--- src/rtl/multiplier.sv ---
// 32x32 -> 64-bit multiplier built from radix-4 Booth partial products,
// a carry-save reduction tree and a single carry-propagate final adder.
// LATENCY (0..4) selects how many register stages sit between A/B and P:
//   0 : fully combinational
//   1 : operand capture
//   2 : operand capture + sum/carry register after reduction
//   3 : as 2, plus a product register after the final adder
//   4 : as 3, with a second operand capture stage
// SIGNED_MODE selects two's-complement (1) or unsigned (0) operands.
module multiplier #(
    parameter int LATENCY     = 0,
    parameter int SIGNED_MODE = 1
) (
    input  logic        CLK,
    input  logic        rst,
    input  logic [31:0] A,
    input  logic [31:0] B,
    output logic [63:0] P
);

    // Stage counts derived from the total latency.
    localparam int IN_STAGES  = (LATENCY == 0) ? 0 : ((LATENCY == 4) ? 2 : 1);
    localparam bit MID_REG    = (LATENCY >= 2);
    localparam bit OUT_REG    = (LATENCY >= 3);

    // 17 Booth digits cover a 34-bit extended multiplier, which keeps the
    // unsigned case exact (the top digits see zero extension bits).
    localparam int NUM_DIGITS = 17;
    localparam int NUM_ROWS   = NUM_DIGITS + 1;  // plus the negation-correction row

    logic [31:0] core_a;
    logic [31:0] core_b;

    // ------------------------------------------------------------------
    // Operand capture
    // ------------------------------------------------------------------
    if (IN_STAGES == 0) begin : g_no_capture
        assign core_a = A;
        assign core_b = B;

        // Clock and reset do nothing in the purely combinational build.
        logic unused_clk_rst;
        assign unused_clk_rst = CLK ^ rst;
    end else begin : g_capture
        logic [31:0] a_in_d [IN_STAGES];
        logic [31:0] a_in_q [IN_STAGES];
        logic [31:0] b_in_d [IN_STAGES];
        logic [31:0] b_in_q [IN_STAGES];

        // Operand shift chain: stage 0 takes the ports, later stages take the previous one.
        always_comb begin
            for (int s = 0; s < IN_STAGES; s++) begin
                if (s == 0) begin
                    a_in_d[s] = A;
                    b_in_d[s] = B;
                end else begin
                    a_in_d[s] = a_in_q[s-1];
                    b_in_d[s] = b_in_q[s-1];
                end
            end
        end

        // Operand capture registers with synchronous clear.
        always_ff @(posedge CLK) begin
            // NOTE: every pipeline register is cleared, not just a valid bit,
            // so nothing in flight can ever leak onto P after a reset.
            if (rst) begin
                for (int s = 0; s < IN_STAGES; s++) begin
                    a_in_q[s] <= '0;
                    b_in_q[s] <= '0;
                end
            end else begin
                for (int s = 0; s < IN_STAGES; s++) begin
                    a_in_q[s] <= a_in_d[s];
                    b_in_q[s] <= b_in_d[s];
                end
            end
        end

        assign core_a = a_in_q[IN_STAGES-1];
        assign core_b = b_in_q[IN_STAGES-1];
    end

    // ------------------------------------------------------------------
    // Booth radix-4 partial-product generation
    // ------------------------------------------------------------------
    logic        a_sign;
    logic        b_sign;
    logic [63:0] a_ext;
    logic [34:0] b_win;       // {ext, ext, B, 0}: overlapping 3-bit Booth windows
    logic [2:0]  booth_trip;
    logic        booth_neg;
    logic [63:0] booth_mag;
    logic [63:0] neg_corr;
    logic [63:0] pp_rows [NUM_ROWS];

    // Recode B into digits in {-2..+2}; each selects 0, A or 2A, inverted when negative.
    always_comb begin
        // NOTE: every variable gets a value before any branch or loop so no
        // path leaves it unassigned, which would otherwise infer a latch.
        a_sign     = (SIGNED_MODE != 0) ? core_a[31] : 1'b0;
        b_sign     = (SIGNED_MODE != 0) ? core_b[31] : 1'b0;
        a_ext      = {{32{a_sign}}, core_a};
        b_win      = {{2{b_sign}}, core_b, 1'b0};
        booth_trip = '0;
        booth_neg  = 1'b0;
        booth_mag  = '0;
        neg_corr   = '0;

        for (int i = 0; i < NUM_DIGITS; i++) begin
            booth_trip = b_win[2*i +: 3];
            // 100, 101 and 110 are the negative digits; 111 is zero.
            booth_neg  = booth_trip[2] & ~(booth_trip[1] & booth_trip[0]);
            case (booth_trip)
                3'b001, 3'b010, 3'b101, 3'b110: booth_mag = a_ext;
                3'b011, 3'b100:                 booth_mag = a_ext << 1;
                default:                        booth_mag = '0;
            endcase
            // -(m << k) == (~m << k) + (1 << k): invert here, add the +1 in the correction row.
            pp_rows[i]     = (booth_mag ^ {64{booth_neg}}) << (2 * i);
            neg_corr[2*i]  = booth_neg;
        end

        pp_rows[NUM_ROWS-1] = neg_corr;
    end

    // ------------------------------------------------------------------
    // Carry-save reduction to a sum/carry pair
    // ------------------------------------------------------------------
    logic [63:0] csa_sum;
    logic [63:0] csa_carry;
    logic [63:0] csa_maj;

    // Fold each row into the running sum/carry pair with a 3:2 compressor.
    always_comb begin
        // NOTE: blocking assignments here model a chain of combinational
        // stages; each line must see the value produced by the line above.
        csa_sum   = pp_rows[0];
        csa_carry = pp_rows[1];
        csa_maj   = '0;
        for (int r = 2; r < NUM_ROWS; r++) begin
            csa_maj   = (csa_sum & csa_carry) | (csa_sum & pp_rows[r]) | (csa_carry & pp_rows[r]);
            csa_sum   = csa_sum ^ csa_carry ^ pp_rows[r];
            csa_carry = {csa_maj[62:0], 1'b0};  // carry out of bit 63 is beyond the product width
        end
    end

    logic [63:0] add_sum;
    logic [63:0] add_carry;

    if (MID_REG) begin : g_mid_reg
        logic [63:0] sum_d;
        logic [63:0] sum_q;
        logic [63:0] carry_d;
        logic [63:0] carry_q;

        // Reduction results feed the mid-pipeline register.
        always_comb begin
            sum_d   = csa_sum;
            carry_d = csa_carry;
        end

        // Register between partial-product reduction and the final add.
        always_ff @(posedge CLK) begin
            if (rst) begin
                sum_q   <= '0;
                carry_q <= '0;
            end else begin
                sum_q   <= sum_d;
                carry_q <= carry_d;
            end
        end

        assign add_sum   = sum_q;
        assign add_carry = carry_q;
    end else begin : g_no_mid_reg
        assign add_sum   = csa_sum;
        assign add_carry = csa_carry;
    end

    // ------------------------------------------------------------------
    // Final carry-propagate adder and optional output register
    // ------------------------------------------------------------------
    logic [63:0] product;

    // Resolve the redundant sum/carry form into the 64-bit product.
    always_comb begin
        product = add_sum + add_carry;
    end

    if (OUT_REG) begin : g_out_reg
        logic [63:0] p_d;
        logic [63:0] p_q;

        // Next product value for the output register.
        always_comb begin
            p_d = product;
        end

        // Output register after the final adder.
        always_ff @(posedge CLK) begin
            if (rst) begin
                p_q <= '0;
            end else begin
                p_q <= p_d;
            end
        end

        assign P = p_q;
    end else begin : g_no_out_reg
        assign P = product;
    end

endmodule

--- config.mk ---
export PLATFORM = sky130hd
export DESIGN_NAME = multiplier
export DESIGN_NICKNAME = d
export VERILOG_FILES = /design/src/rtl/multiplier.sv
export SDC_FILE = /design/constraint.sdc
export NUM_CORES = 2
export LEC_CHECK = 0
export BUFFER_PORTS_ARGS = -buffer_cell sky130_fd_sc_hd__buf_2
export CORE_MARGIN = 3
export CORE_UTILIZATION = 60
export DETAILED_ROUTE_END_ITERATION = 8
export PLACE_DENSITY = 0.8
export SLEW_MARGIN = 25
export SYNTH_ARGS = -nofsm -noshare
export SYNTH_HDL_FRONTEND = slang
export SYNTH_SLANG_ARGS = --single-unit
--- constraint.sdc ---
create_clock -name vclk -period 26
set_input_delay 1.3 -clock vclk [all_inputs]
set_output_delay 1.3 -clock vclk [all_outputs]
set_load 0.01 [all_outputs]
Yosys cells after proc, flatten, opt, wreduce, memory -nomap -nowiden
Cells that the tools add are included.
- bits in registers: 0
- input bits: 66
- output and inout port bits: 64
- word-level logic and storage cells: 323
- $add $sub $neg: 1
- equality and inequality tests: 99
- multiplexer cells: 17
- bitwise gates (word level): 173
- reductions and logical operators: 33
- operators with widths (kind ; number):
    $and 63x63->63 ; 46
    $xor 64x64->64 ; 32
    $or 63x63->63 ; 32
    $eq 3x3->1 const B ; 48
    $pmux 64 s2 ; 1
    $and 63x31->63 ; 2
    $pmux 62 s2 ; 1
    $pmux 60 s2 ; 1
    $pmux 58 s2 ; 1
    $pmux 56 s2 ; 1
    $pmux 54 s2 ; 1
    $pmux 52 s2 ; 1
    $pmux 50 s2 ; 1
    $eq 3x2->1 const B ; 32
    $pmux 48 s2 ; 1
    $pmux 46 s2 ; 1
    $pmux 44 s2 ; 1
    $pmux 42 s2 ; 1
    $pmux 40 s2 ; 1
    $pmux 38 s2 ; 1
    $pmux 36 s2 ; 1
    $pmux 34 s2 ; 1
    $add 64x64->64 ; 1
    $pmux 32 s2 ; 1
    23 further kinds ; 113

Depth between registers and ports, before layout
- depth after elaboration: 53
- gate-level depth with buffers: 39
- depth with buffers taken out: 36

Worst setup path after synthesis
OpenSTA, ideal clock, no wires.
- path type: input to output
- start: input B[3]
- end: output P[63]
- arrival time: 12.096 ns
- setup slack: 12.604 ns
- cell stages on the path: 31
- buffers on the path: 2
- cell sequence: buf_1 -> buf_1 -> nor2_1 -> a22o_1 -> fa_1 -> inv_1 -> fa_1 -> fa_1 -> fa_1 -> fa_1 -> fa_1 -> fa_1 -> fa_1 -> fa_1 -> fa_1 -> fa_1 -> fa_1 -> inv_1 -> fa_1 -> inv_1 -> fa_1 -> inv_1 -> ha_1 -> ha_1 -> ha_1 -> and3_2 -> nand2_1 -> or4_1 -> o211ai_1 -> a21oi_1 -> xnor2_1
- word-level cells in the longest chain between the ends: 53
- RTL lines (item ; line ; RTL):
    start: declaration ; 17 ; input logic [31:0] B,
    $eq 3x1->1, or another cell as far along ; 114 ; case (booth_trip)
    $reduce_or 4->1, or another cell as far along ; 114 ;
    $pmux 62 s2, or another cell as far along ; 114 ;
    $xor 62x62->62 / $xor 60x60->60 (equally long branches) ; 120 ; pp_rows[i] = (booth_mag ^ {64{booth_neg}}) << (2 * i);
    $and 63x63->63 ; 142 ; csa_maj = (csa_sum & csa_carry) | (csa_sum & pp_rows[r]) | (csa_carry & pp_rows[r]);
    $or 63x63->63 (2 in series) ; 142 ;
    $and 63x63->63 ; 142 ;
    $or 63x63->63 (2 in series) ; 142 ;
    [... 31 more ...] ; - ;
    $or 63x63->63 (2 in series) ; 142 ;
    $and 63x63->63 ; 142 ;
    $or 63x63->63 (2 in series) ; 142 ;
    $and 63x63->63 ; 142 ;
    $or 63x63->63 (2 in series) ; 142 ;
    $and 63x63->63 ; 142 ;
    $or 63x63->63 (2 in series) ; 142 ;
    $add 64x64->64 * ; 188 ; product = add_sum + add_carry;
    end: declaration ; 18 ; output logic [63:0] P
Every way passes the cells marked *; elsewhere a longest branch is shown, timed or not.

Final worst setup path
- start: input B[5]
- end: output P[58]
- word-level cells in the longest chain between the ends: 53
- RTL lines (item ; line):
    $eq 3x1->1, or another cell as far along ; 114
    $reduce_or 4->1 / $reduce_or 2->1 (equally long branches) ; 114
    $pmux 60 s2 ; 114
    $xor 60x60->60 ; 120
    $and 63x63->63 ; 142
    $or 63x63->63 (2 in series) ; 142
    $and 63x63->63 ; 142
    $or 63x63->63 (2 in series) ; 142
    [... 31 more ...] ; -
    $or 63x63->63 (2 in series) ; 142
    $and 63x63->63 ; 142
    $or 63x63->63 (2 in series) ; 142
    $and 63x63->63 ; 142
    $or 63x63->63 (2 in series) ; 142
    $and 63x63->63 ; 142
    $or 63x63->63 (2 in series) ; 142
    $add 64x64->64 * ; 188
Marks and branches as above.

==> metrics.yaml <==
layout:
  syn_to_final_growth_pct: 0.919
  drive_above_1_share_pct: 7.25
  multi_input_area_um2: 25600
  final_common_cell: "fa_1"
  n_clock_buffer: 0
  fin_cells: 3605
  antenna-diode-count: 0
  seqCellArea_um2: 0
  nFillCells: 3828
  design.seq.count: 0
  nets: 3833
  layout_common_cells: "fa_1, xnor2_1, a22oi_1"
timing:
  holdWs_ns: 3.35
  finalSetupTns_ns: 0
  fin_crit_ns: 15.03
  rsz0062_at_grt: "no"
  fmax_mhz: 66.5
  finalHoldViolations: 0
  worstMarginPinSlew_ns: 1.06
  relSlewSlack_pct: 29.4
  setup-violations-final: 0
  maxSlewViolCount: 0
  fin_crit_sh_pct: 57.8
place:
  dp_cells: 3605
  io_buffers: 128
  dp_hpwl_um: 53400
  place_congestion: 0.943
clock_tree:
  cts_resized: 0
  post-cts-setup-buffer-count: 0
  cts-hold-fix-buffers: 0
status:
  status: "finished clean"
route:
  first_pass_iters: 8
  ant_nets: 0
  drc_errors: 0
  drt-wirelength-per-cell_um: 18.5
  dr.first_iter.drc_count: 2008
  drt-vias-per-instance: 6.36
  vias: 22931
  drt_wl_total_um: 66600
grt:
  grt_pass1_wl_um: 113000
  grt_overflow_total: 0
  grt_use_total_pct: 26.0
  busiest_layer: "met2"
  met3_usage_pct: 0.925
  grt_start_max_net_pins: 59
  antenna_found_initial: 0
  globalRouteMet1Util_pct: 35.0
  grt_pass1_vias: 23579
  use_met2_pct: 47.0
synth:
  postSynthCellCount: 3200
  synth_nets: 4026
  synth.avg_cell_area_um2: 8.80
  synth_area_leaders: "fa_1, xnor2_1, ha_1"
  post-synth-top-area-fraction_pct: 33.3
  yosys.cell_types.count: 77
  syn_area_um2: 28200
  synth_top_cell_by_area: "fa_1"
  yosys_warnings: 0
  ys_seq_area_share_pct: 0
worst_setup_path:
  cpMaxStageDelayCell: "nand2_1"
  path_class: "input port to output pin"
  cp_max_fo: 40
  path_common_cell: "fa_1"
  cp-end-kind: "output pin"
  start_kind: "input port"
  startpoint: "B[5]"
  slowest_delay_ns: 0.80
  endpoint: "P[58]"
  arrival_ns: 13.73
  worstPathRequired_ns: 24.70
floorplanning:
  die_area_um2: 49600
  die_w_um: 223
  pin_count: 130
  die_h_um: 223
  start_util_pct: 61.4
  coreArea_um2: 45900
  num_rows: 78
flow_run:
  max-cap-violations: 0
hold_path:
  hp-start: "B[1]"
  min_path_type: "input port to output pin"
-- worst min path at each step --
stage                end  slack [ns]  depth (start not counted)
floorplan           P[0]        2.81                          2
global placement    P[0]        3.32                          4
detailed placement  P[0]        3.33                          4
CTS                 P[0]        3.33                          4
global route        P[0]        3.38                          4
finish              P[0]        3.35                          4
-- cells by family (layout without fill, tap and decap cells) --
group | after synthesis | in the layout | synth area share, %
buffers and inverters | 702 | 507 | 9.70
and+or+nand+nor | 390 | 390 | 6.36
AOI/OAI and AO/OA | 762 | 762 | 19.3
xor gates and xnor gates | 558 | 558 | 17.3
muxes | 28 | 28 | 1.05
adders and majority gates | 760 | 760 | 46.2
-- final cells by class --
| type | instances | area share [%] |
|---|---|---|
| Tap cell | 600 | 2.64 |
| Timing Repair Buffer | 142 | 2.63 |
| Multi-Input combinational cell | 2498 | 89.9 |
| Inverter | 365 | 4.82 |
-- cell usage after synthesis, types with 5 or more instances --
library cell	instances
clkbuf_1	294
xor2_1	96
and2_1	7
a22oi_1	396
buf_1	27
a21oi_1	62
o21a_1	5
nand2b_1	30
nor2_1	164
inv_1	364
nand3_1	28
a221oi_1	7
and3_2	5
a211oi_1	62
ha_1	291
a31oi_1	12
a21o_1	29
nand4_1	14
a22o_1	15
nand2_1	95
xnor2_1	462
o21bai_1	11
o21ai_0	111
clkbuf_8	5
fa_1	469
nor3_1	14
mux2i_1	16
mux2_2	12
nor2b_1	11
-- metal layers --
layer,part of all wire (%),up-vias
li1,-,10280
met1,41,11604
met2,52,924
met3,4.9,123
met4,1.8,0
met5,0,-
-- per-stage QoR --
stage                     setup slack, ns  cell area (um2)  utilization, %
after floorplan                     12.60            28200               -
after global placement              11.09            28400            61.9
after detailed placement            10.84            28400            61.9
after CTS                           10.81            28400            61.9
after global routing                10.51            28400            62.0
final                               10.97            28400            62.0
-- critical path, delay by kind of cell --
family	cells	cell delay, ns
fa+ha+maj	17	7.72
compound gates	9	2.76
simple gates	1	0.80
xor+xnor	1	0.13
buf+inv	7	0.98
Power is left out: the tool's default activity adds up to more than one toggle a clock period on the data nets, which glitch-free logic cannot reach.
